## config.mk

```make
export PLATFORM = sky130hd
export DESIGN_NAME = alu_op_sequencer_flat
export DESIGN_NICKNAME = d
export VERILOG_FILES = /design/src/rtl/alu_pkg.sv /design/src/rtl/alu_op_sequencer_if.sv /design/src/rtl/regfile_8x18.sv /design/src/rtl/alu_op_sequencer.sv /design/src/flat_wrapper.sv
export SDC_FILE = /design/constraint.sdc
export NUM_CORES = 1
export LEC_CHECK = 0
export CAP_MARGIN = 25
export CORE_UTILIZATION = 60
export DETAILED_ROUTE_END_ITERATION = 16
export PLACE_DENSITY = 0.91
export REMOVE_ABC_BUFFERS = 1
export SYNTH_ARGS = -nofsm -noshare
export SYNTH_HDL_FRONTEND = slang
export SYNTH_SLANG_ARGS = --single-unit
```

## constraint.sdc

```tcl
create_clock -name clk -period 4.2 [get_ports clk]
set_input_delay 1.05 -clock clk [delete_from_list [all_inputs] [get_ports clk]]
set_output_delay 1.05 -clock clk [all_outputs]
set_load 0.02 [all_outputs]
```

## src/rtl/alu_pkg.sv

```systemverilog
// Shared constants for the ALU op sequencer: ALU ctrl codes, instruction
// field positions, FSM state encoding and flag bit indices.
package alu_pkg;

  localparam int ALU_W   = 18;
  localparam int INSTR_W = 18;
  localparam int REG_AW  = 3;

  localparam logic [2:0] CTRL_PASSA = 3'd0;
  localparam logic [2:0] CTRL_PASSB = 3'd1;
  localparam logic [2:0] CTRL_NOTA  = 3'd2;
  localparam logic [2:0] CTRL_ADD   = 3'd3;
  localparam logic [2:0] CTRL_SUB   = 3'd4;
  localparam logic [2:0] CTRL_OR    = 3'd5;
  localparam logic [2:0] CTRL_AND   = 3'd6;

  localparam logic [2:0] OP_CMP = 3'd7;

  localparam int OP_LSB      = 15;
  localparam int RD_LSB      = 12;
  localparam int RA_LSB      = 9;
  localparam int RB_LSB      = 6;
  localparam int IMM_SEL_BIT = 5;
  localparam int IMM_LSB     = 0;
  localparam int IMM_W       = 5;

  localparam int FLAG_Z    = 0;
  localparam int FLAG_N    = 1;
  localparam int FLAG_AGTB = 2;
  localparam int FLAG_OVF  = 3;

  typedef enum logic [1:0] {
    ST_IDLE = 2'd0,
    ST_READ = 2'd1,
    ST_EXEC = 2'd2,
    ST_WB   = 2'd3
  } seq_state_t;

  // CMP runs as a subtract so the ALU's unused code 7 is never driven.
  function automatic logic [2:0] ctrl_of_op(input logic [2:0] op);
    return (op == OP_CMP) ? CTRL_SUB : op;
  endfunction

endpackage

```

## src/rtl/alu_op_sequencer_if.sv

```systemverilog
// Instruction handshake plus ALU operand/result bus between the sequencer
// (master) and the instruction source / combinational ALU (slave).
interface alu_op_sequencer_if #(
  parameter int DATA_W = 18
);
  logic              instr_valid;
  logic [17:0]       instr;
  logic              instr_ready;
  logic [DATA_W-1:0] alu_a;
  logic [DATA_W-1:0] alu_b;
  logic [2:0]        alu_ctrl;
  logic              alu_en;
  logic [DATA_W-1:0] alu_result;
  logic              alu_n;
  logic              alu_z;
  logic              alu_ovf;
  logic              alu_agtb;
  logic [3:0]        flags;
  logic              done;

  modport master (
    input  instr_valid, instr, alu_result, alu_n, alu_z, alu_ovf, alu_agtb,
    output instr_ready, alu_a, alu_b, alu_ctrl, alu_en, flags, done
  );

  modport slave (
    output instr_valid, instr, alu_result, alu_n, alu_z, alu_ovf, alu_agtb,
    input  instr_ready, alu_a, alu_b, alu_ctrl, alu_en, flags, done
  );
endinterface

```

## src/rtl/regfile_8x18.sv

```systemverilog
// Register file: two combinational read ports, a debug read port and one
// synchronous write port; cleared synchronously on rst.
module regfile_8x18 #(
  parameter int DATA_W = 18,
  parameter int NREG   = 8,
  parameter int AW     = $clog2(NREG)
) (
  input  logic              clk,
  input  logic              rst,
  input  logic              we,
  input  logic [AW-1:0]     waddr,
  input  logic [DATA_W-1:0] wdata,
  input  logic [AW-1:0]     raddr_a,
  output logic [DATA_W-1:0] rdata_a,
  input  logic [AW-1:0]     raddr_b,
  output logic [DATA_W-1:0] rdata_b,
  input  logic [AW-1:0]     dbg_addr,
  output logic [DATA_W-1:0] dbg_data
);

  logic [DATA_W-1:0] regs [NREG];

  always_ff @(posedge clk) begin
    if (rst) begin
      for (int i = 0; i < NREG; i++) begin
        regs[i] <= '0;
      end
    end else if (we) begin
      regs[waddr] <= wdata;
    end
  end

  assign rdata_a  = regs[raddr_a];
  assign rdata_b  = regs[raddr_b];
  assign dbg_data = regs[dbg_addr];

endmodule

```

## src/rtl/alu_op_sequencer.sv

```systemverilog
// Four-state initiator for the 18-bit ALU: IDLE -> READ -> EXEC -> WB.
// Optional build macro IMM_OPERAND_EN: instr[5] selects a sign-extended 5-bit immediate as operand B.
module alu_op_sequencer
  import alu_pkg::*;
#(
  parameter int DATA_W = ALU_W,
  parameter int NREG   = 8
) (
  input  logic                  clk,
  input  logic                  rst,
  alu_op_sequencer_if.master    bus,
  input  logic [REG_AW-1:0]     dbg_addr,
  output logic [DATA_W-1:0]     dbg_data
);

  seq_state_t state, state_nxt;

  logic [INSTR_W-1:0] instr_q;
  logic [2:0]         op;
  logic [REG_AW-1:0]  rd, ra, rb;
  logic [DATA_W-1:0]  rdata_a, rdata_b, opnd_b;
  logic [DATA_W-1:0]  alu_a_q, alu_b_q;
  logic [2:0]         alu_ctrl_q;
  logic [3:0]         flags_q, flags_in;
  logic               ready_c, alu_en_c, done_c, wb_we;

  assign op = instr_q[OP_LSB +: 3];
  assign rd = instr_q[RD_LSB +: REG_AW];
  assign ra = instr_q[RA_LSB +: REG_AW];
  assign rb = instr_q[RB_LSB +: REG_AW];

  regfile_8x18 #(
    .DATA_W (DATA_W),
    .NREG   (NREG),
    .AW     (REG_AW)
  ) u_regfile (
    .clk      (clk),
    .rst      (rst),
    .we       (wb_we),
    .waddr    (rd),
    .wdata    (bus.alu_result),
    .raddr_a  (ra),
    .rdata_a  (rdata_a),
    .raddr_b  (rb),
    .rdata_b  (rdata_b),
    .dbg_addr (dbg_addr),
    .dbg_data (dbg_data)
  );

`ifdef IMM_OPERAND_EN
  assign opnd_b = instr_q[IMM_SEL_BIT]
                ? {{(DATA_W-IMM_W){instr_q[IMM_LSB+IMM_W-1]}}, instr_q[IMM_LSB +: IMM_W]}
                : rdata_b;
`else
  logic unused_imm;
  assign unused_imm = ^instr_q[IMM_SEL_BIT:IMM_LSB];
  assign opnd_b     = rdata_b;
`endif

  always_comb begin
    flags_in            = '0;
    flags_in[FLAG_Z]    = bus.alu_z;
    flags_in[FLAG_N]    = bus.alu_n;
    flags_in[FLAG_AGTB] = bus.alu_agtb;
    flags_in[FLAG_OVF]  = bus.alu_ovf;
  end

  always_ff @(posedge clk) begin
    if (rst) begin
      state <= ST_IDLE;
    end else begin
      state <= state_nxt;
    end
  end

  // Strobes are masked by rst so an aborted operation never pulses done or alu_en.
  always_comb begin
    state_nxt = state;
    ready_c   = 1'b0;
    alu_en_c  = 1'b0;
    done_c    = 1'b0;
    wb_we     = 1'b0;
    case (state)
      ST_IDLE: begin
        ready_c = 1'b1;
        if (bus.instr_valid) begin
          state_nxt = ST_READ;
        end
      end
      ST_READ: begin
        state_nxt = ST_EXEC;
      end
      ST_EXEC: begin
        alu_en_c  = !rst;
        state_nxt = ST_WB;
      end
      ST_WB: begin
        done_c    = !rst;
        wb_we     = (op != OP_CMP);
        state_nxt = ST_IDLE;
      end
      default: begin
        state_nxt = ST_IDLE;
      end
    endcase
  end

  always_ff @(posedge clk) begin
    if (rst) begin
      instr_q    <= '0;
      alu_a_q    <= '0;
      alu_b_q    <= '0;
      alu_ctrl_q <= CTRL_PASSA;
      flags_q    <= '0;
    end else begin
      if (state == ST_IDLE && bus.instr_valid) begin
        instr_q <= bus.instr;
      end
      if (state == ST_READ) begin
        alu_a_q    <= rdata_a;
        alu_b_q    <= opnd_b;
        alu_ctrl_q <= ctrl_of_op(op);
      end
      if (state == ST_WB) begin
        flags_q <= flags_in;
      end
    end
  end

  assign bus.instr_ready = ready_c;
  assign bus.alu_en      = alu_en_c;
  assign bus.done        = done_c;
  assign bus.alu_a       = alu_a_q;
  assign bus.alu_b       = alu_b_q;
  assign bus.alu_ctrl    = alu_ctrl_q;
  assign bus.flags       = flags_q;

endmodule

```

## src/flat_wrapper.sv

```systemverilog
// flat-port wrapper written by rule: the top's interface ports become plain ports
module alu_op_sequencer_flat import alu_pkg::*;
#(
  parameter int DATA_W = ALU_W,
  parameter int NREG   = 8
)
  (clk, rst, dbg_addr, dbg_data, bus_instr_valid, bus_instr, bus_alu_result, bus_alu_n, bus_alu_z, bus_alu_ovf, bus_alu_agtb, bus_instr_ready, bus_alu_a, bus_alu_b, bus_alu_ctrl, bus_alu_en, bus_flags, bus_done);
  alu_op_sequencer_if #(.DATA_W(DATA_W)) bus_i ();
  input  logic clk;
  input  logic rst;
  input  logic [REG_AW-1:0] dbg_addr;
  output logic [DATA_W-1:0] dbg_data;
  input wire logic [$bits(bus_i.instr_valid)-1:0] bus_instr_valid;
  input wire logic [$bits(bus_i.instr)-1:0] bus_instr;
  input wire logic [$bits(bus_i.alu_result)-1:0] bus_alu_result;
  input wire logic [$bits(bus_i.alu_n)-1:0] bus_alu_n;
  input wire logic [$bits(bus_i.alu_z)-1:0] bus_alu_z;
  input wire logic [$bits(bus_i.alu_ovf)-1:0] bus_alu_ovf;
  input wire logic [$bits(bus_i.alu_agtb)-1:0] bus_alu_agtb;
  output wire logic [$bits(bus_i.instr_ready)-1:0] bus_instr_ready;
  output wire logic [$bits(bus_i.alu_a)-1:0] bus_alu_a;
  output wire logic [$bits(bus_i.alu_b)-1:0] bus_alu_b;
  output wire logic [$bits(bus_i.alu_ctrl)-1:0] bus_alu_ctrl;
  output wire logic [$bits(bus_i.alu_en)-1:0] bus_alu_en;
  output wire logic [$bits(bus_i.flags)-1:0] bus_flags;
  output wire logic [$bits(bus_i.done)-1:0] bus_done;
  assign bus_i.instr_valid = bus_instr_valid;
  assign bus_i.instr = bus_instr;
  assign bus_i.alu_result = bus_alu_result;
  assign bus_i.alu_n = bus_alu_n;
  assign bus_i.alu_z = bus_alu_z;
  assign bus_i.alu_ovf = bus_alu_ovf;
  assign bus_i.alu_agtb = bus_alu_agtb;
  assign bus_instr_ready = bus_i.instr_ready;
  assign bus_alu_a = bus_i.alu_a;
  assign bus_alu_b = bus_i.alu_b;
  assign bus_alu_ctrl = bus_i.alu_ctrl;
  assign bus_alu_en = bus_i.alu_en;
  assign bus_flags = bus_i.flags;
  assign bus_done = bus_i.done;
  alu_op_sequencer #(.DATA_W(DATA_W), .NREG(NREG)) u_core (.clk(clk), .rst(rst), .bus(bus_i), .dbg_addr(dbg_addr), .dbg_data(dbg_data));
endmodule
```

Word level (Yosys, flattened, before mapping) --
Memories as Yosys holds them, arrays and structs flattened. A register that Yosys moved wholly into a read port is not among the register bits. Index checks and enable logic that the tools add are counted.
Word-level totals: flip-flop bits (word level) 27, latch bits 0, memory bits (writable) 144, bits in read-only memories 0, input bits 46, word-level logic and storage cells 30, memories kept 1
Operators by class: $add $sub $neg 0, multiply operators 0, div/mod/pow operators 0, order comparisons 0, equality and inequality tests 6, shift operators 0, multiplexer cells 15, bitwise gates (word level) 0, reduce and logical (&&, ||, !) cells 4
Memory list:
- u_core.u_regfile.regs | depth 8, bits a word 18, read ports 3, clocked after memory_dff 2, wr ports 8, line regfile_8x18.sv:21 | logic [DATA_W-1:0] regs [NREG];
Operator list (number):
- two-way mux 18 bit | 1
- OR reduction 18 bit | 1
- two-way mux 1 bit | 10
- one-hot mux 2 bit (4 select lines) | 1
- two-way mux 3 bit | 2
- equality test 2 bit (second input constant) | 2
- equality test 3 bit (second input constant) | 1
- inequality test 3 bit (second input constant) | 1
- equality test 2 x 1 -> 1 bit (second input constant) | 1
- zero test 2 bit | 1
- two-way mux 2 bit | 1
- inequality test 2 bit (second input constant) | 1
- logical AND 1 bit | 1
- zero test 1 bit | 1

Longest topological paths before layout --
depth after elaboration 7, gate-level depth with buffers 7, depth with buffers taken out 5

Modules after synthesis --
Synthesis repeated with hierarchy kept, for this count alone.
Second synthesis, totals: cell total of the unflattened synthesis 762, area total of the unflattened synthesis 11128.2 µm²
Modules (own cells, without submodules):
- regfile_8x18 | times used 1, cells an instance 545, area an instance 8922.3 µm², seq. area each 4324.1 µm²
- alu_op_sequencer | times used 1, cells an instance 217, area an instance 2205.9 µm², seq. area each 1141.1 µm²

Worst setup path before layout --
No wires, ideal clock.
kind input -> output, start point input dbg_addr[0], end point output dbg_data[0], arrival time 2.312 ns, data required time 3.150 ns, slack 0.838 ns, cell stages on the path 4, buffers on the path 2, cells stage by stage buf_2 -> buf_6 -> mux4_2 -> mux2_2
On the way: cells in the longest elaborated chain, start to end 1
Ends and longest elaborated chain:
- start, declared | line flat_wrapper.sv:11 | input logic [REG_AW-1:0] dbg_addr;
- memory (8 x 18 bit)
- end, declared | line flat_wrapper.sv:12 | output logic [DATA_W-1:0] dbg_data;
No other way between the ends.

Worst setup path in the final report --
start point input dbg_addr[1], end point output dbg_data[0]
The elaborated chain is that of the path after synthesis.

==> results.yml <==
drt:
  wl_per_cell_um: 23.88
  drt_wl_total_um: 28210
  num_vias: 7793
  vias_per_cell: 6.599
  drc: 0
  first_iter_violations: 863
  dr.pass1.iters: 5
  final_antenna_net_count: 0
pwr:
  p_sw_share_pct: 32.17
  p_int_w: 0.004472
  powerDensity_mw_per_mm2: 510.8
  p_clk_share_pct: 28.7
  ir_drop_v: 0.0004434
  p_comb_share_pct: 32.0
  pwr-share-seq_pct: 39.3
  switching_power_w: 0.002120
  leakage_nw: 4.528
cts:
  cts-htree-levels: 1
  clk_pin_slew_worst_paths_ps: 60
  clock_path_buffers: 3
  numCtsBuffers: 22
  hold_buffers: 0
  cts.sinks: 201
  cts_resized: 0
  clkLatencyLatePin_ps: 510
  cts_tree: "built"
  clock-root-buffer: "clkbuf_16"
  postCtsSetupBuffers: 0
critical_path:
  path_delay_family: "buffers and inverters"
  r2r-start: "u_core.state[0]"
  rr_worst_depth: 6
  crit_required_ps: 3150
  arrival_ps: 3060
  crit_path_frequent_cell: "clkdlybuf4s50_1"
  cp_slowest_cell: "clkdlybuf4s50_1"
  ff2ff_setup_slack_ps: 1650
  path_class: "input pin to output port"
  cp-end-kind: "output port"
  start_kind: "input pin"
  max_stage_delay_ps: 540
  path_cells: "clkdlybuf4s50_1 -> buf_12 -> mux4_2 -> mux2_2 -> clkdlybuf4s50_1"
  crit_buf_inv: 3
  regToRegEndpoint: "u_core.u_regfile.regs[6][8]"
  path_max_fanout: 36
die:
  die_y_um: 137.9
  pin_count: 110
  rows: 49
  fp.dieW_um: 137.9
  initial_core_util_pct: 61.49
  core_area_mm2: 0.01802
  die_area_mm2: 0.01902
logic_synthesis:
  synth_top_area_share_pct: 39.02
  synthCells: 852
  synthTopCellsByArea: "edfxtp_1 (39%), dfxtp_1 (10%), mux2_2 (9.1%), and2_1 (8.2%), mux4_2 (7.3%)"
  async_reset_ff_share_pct: 0
  yosys_warnings: 0
  ys.flop_type: "edfxtp_1"
  ys_ff_latch: 201
  synth_area_mm2: 0.01108
  syn_area_per_cell_um2: 13.01
  synth_cell_types: 33
  synth_seq_area_share_pct: 49.31
  synth_edf_count: 144
  synth_top_area_cell: "edfxtp_1"
timing:
  slew_violations: 0
  fin_crit_sh_pct: 97.77
  hold_viol: 0
  skew_ps: 9.644
  tightestPinTransition_ps: 1094
  clock.fmax_ghz: 0.2435
  fin_ws_ps: 93.85
  fin_crit_ps: 4106
  rsz0062_at_grt: "false"
  max_slew_margin_pct: 27.06
  tns_ps: 0
  setup_violations: 0
global_route:
  track_usage_pct: 30.36
  grt_pass1_wl_um: 42350
  antenna_found_initial: 1
  grt_max_degree: 78
  grt_pass1_vias: 7758
  grt_overflow: 0
worst_hold_path:
  min_from: "u_core.bus.alu_b[10]"
  hold_path_end: "u_core.bus.alu_b[10]"
  hp-class: "register to register"
  hold_depth: 2
final_layout:
  layout.nets: 986
  final_util_pct: 71.60
  drive_gt1_share_pct: 23.97
  fill_cells: 1189
  area_growth_pct: 16.44
place:
  hpwlAfterDp_um: 15920
  gp_congestion: 0.8153
  preCtsSetupSlack_ps: 135.1
  io_buffers: 103
run:
  timing.max_cap.violations: 0
status:
  outcome: "complete, no violations"
-- layout make-up --
| class | count | area [um2] | share of cell area [%] |
|---|---|---|---|
| antenna | 1 | 2.502 | 0.01939 |
| clock buffer | 31 | 645.6 | 5.003 |
| clock inverter | 8 | 66.31 | 0.5139 |
| inverter | 2 | 7.507 | 0.05817 |
| multi-input combinational | 584 | 5150 | 39.91 |
| sequential | 201 | 5473 | 42.41 |
| tap | 229 | 286.5 | 2.220 |
| timing repair buffer | 125 | 1274 | 9.870 |
-- cells by family (layout without fill, tap and decap cells) --
| logic type | Yosys count | in the layout | share of synthesized area [%] |
|---|---|---|---|
| compound gates | 123 | 123 | 9.460 |
| other cells | 0 | 1 | 0 |
| buf+inv | 67 | 166 | 4.335 |
| flops | 201 | 201 | 49.31 |
| mux | 204 | 204 | 23.50 |
| simple gates | 253 | 253 | 12.94 |
| fa+ha+maj | 4 | 4 | 0.4516 |
-- per-layer routing --
metal	GRT usage (%)	wire length, um	up-vias
li1	-	-	3398
met1	38.64	10560	3778
met2	50.47	13410	527
met3	6.177	3228	90
met4	12.86	1004	0
met5	0	0	-
-- sequential cells by signal, summed over array words and instances (netlist names) --
register               flops
u_core.instr_q            12
u_core.bus.alu_b          18
u_core.state               2
u_core.bus.flags           4
u_core.u_regfile.regs    144
u_core.bus.alu_a          18
u_core.bus.alu_ctrl        3
-- cells in the final DEF, fill, tap and decap left out, types with 7 or more instances in the layout --
cell type and instances:
o22ai_1 23, clkbuf_16 23, a211oi_2 23, dfxtp_1 55, nand2_1 30, nand2b_1 7
a22oi_1 13, edfxtp_1 144, a211oi_1 14, a21oi_1 14, a221o_1 23, and2_1 145
mux2i_1 78, clkdlybuf4s50_1 101, mux4_2 36, o221ai_1 13, buf_4 15, mux2_2 90
or2_2 8, buf_12 7, nor2_1 47
-- stage by stage --
step	instances	total power (W)	hold WS [ps]	area, um2
after floorplan	787	0.003925	457.1	10610
after global placement	1139	0.004639	467.3	12150
after detailed placement	1139	0.004695	468.6	12150
after CTS	1178	0.006580	484.3	12860
after global routing	1180	0.006844	502.4	12900
final	1181	0.006592	480.9	12900
-- cells in the mapped netlist (23+ instances only) --
cell	n
a221o_1	23
nor2_1	47
mux2i_1	78
and2_1	145
mux2_2	90
o22ai_1	23
edfxtp_1	144
nand2_1	30
clkbuf_1	30
mux4_2	36
a211oi_2	23
dfxtp_1	57
-- worst max-delay path by stage --
| stage | startpoint | endpoint | slack (ps) | cells past startpoint |
|---|---|---|---|---|
| 5_1_grt | dbg_addr[1] | dbg_data[7] | 80 | 5 |
| 2_1_floorplan | u_core.instr_q[9] | u_core.bus.alu_a[0] | 940 | 4 |
| 6_report | dbg_addr[1] | dbg_data[0] | 90 | 5 |
| 3_3_place_gp | dbg_addr[1] | dbg_data[4] | 160 | 5 |
| 3_5_place_dp | dbg_addr[1] | dbg_data[7] | 140 | 5 |
| 4_1_cts | dbg_addr[1] | dbg_data[7] | 120 | 5 |
-- power groups by stage --
stage / Clock [W] / Sequential (W) / Combinational [W]
6_report: 0.00189 / 0.00259 / 0.00211
5_1_grt: 0.00198 / 0.00262 / 0.00224
4_1_cts: 0.00190 / 0.00265 / 0.00203
3_5_place_dp: 0 / 0.00268 / 0.00201
3_3_place_gp: 0 / 0.00267 / 0.00197
2_1_floorplan: 0 / 0.00280 / 0.00112
-- tightest hold or removal path, delay by kind of cell, from the launching register on --
family,cells,cell delay (ps)
AOI/OAI and AO/OA,1,50
DFF,1,310
and+or+nand+nor,1,80
(Power assumes the default switching activity.)
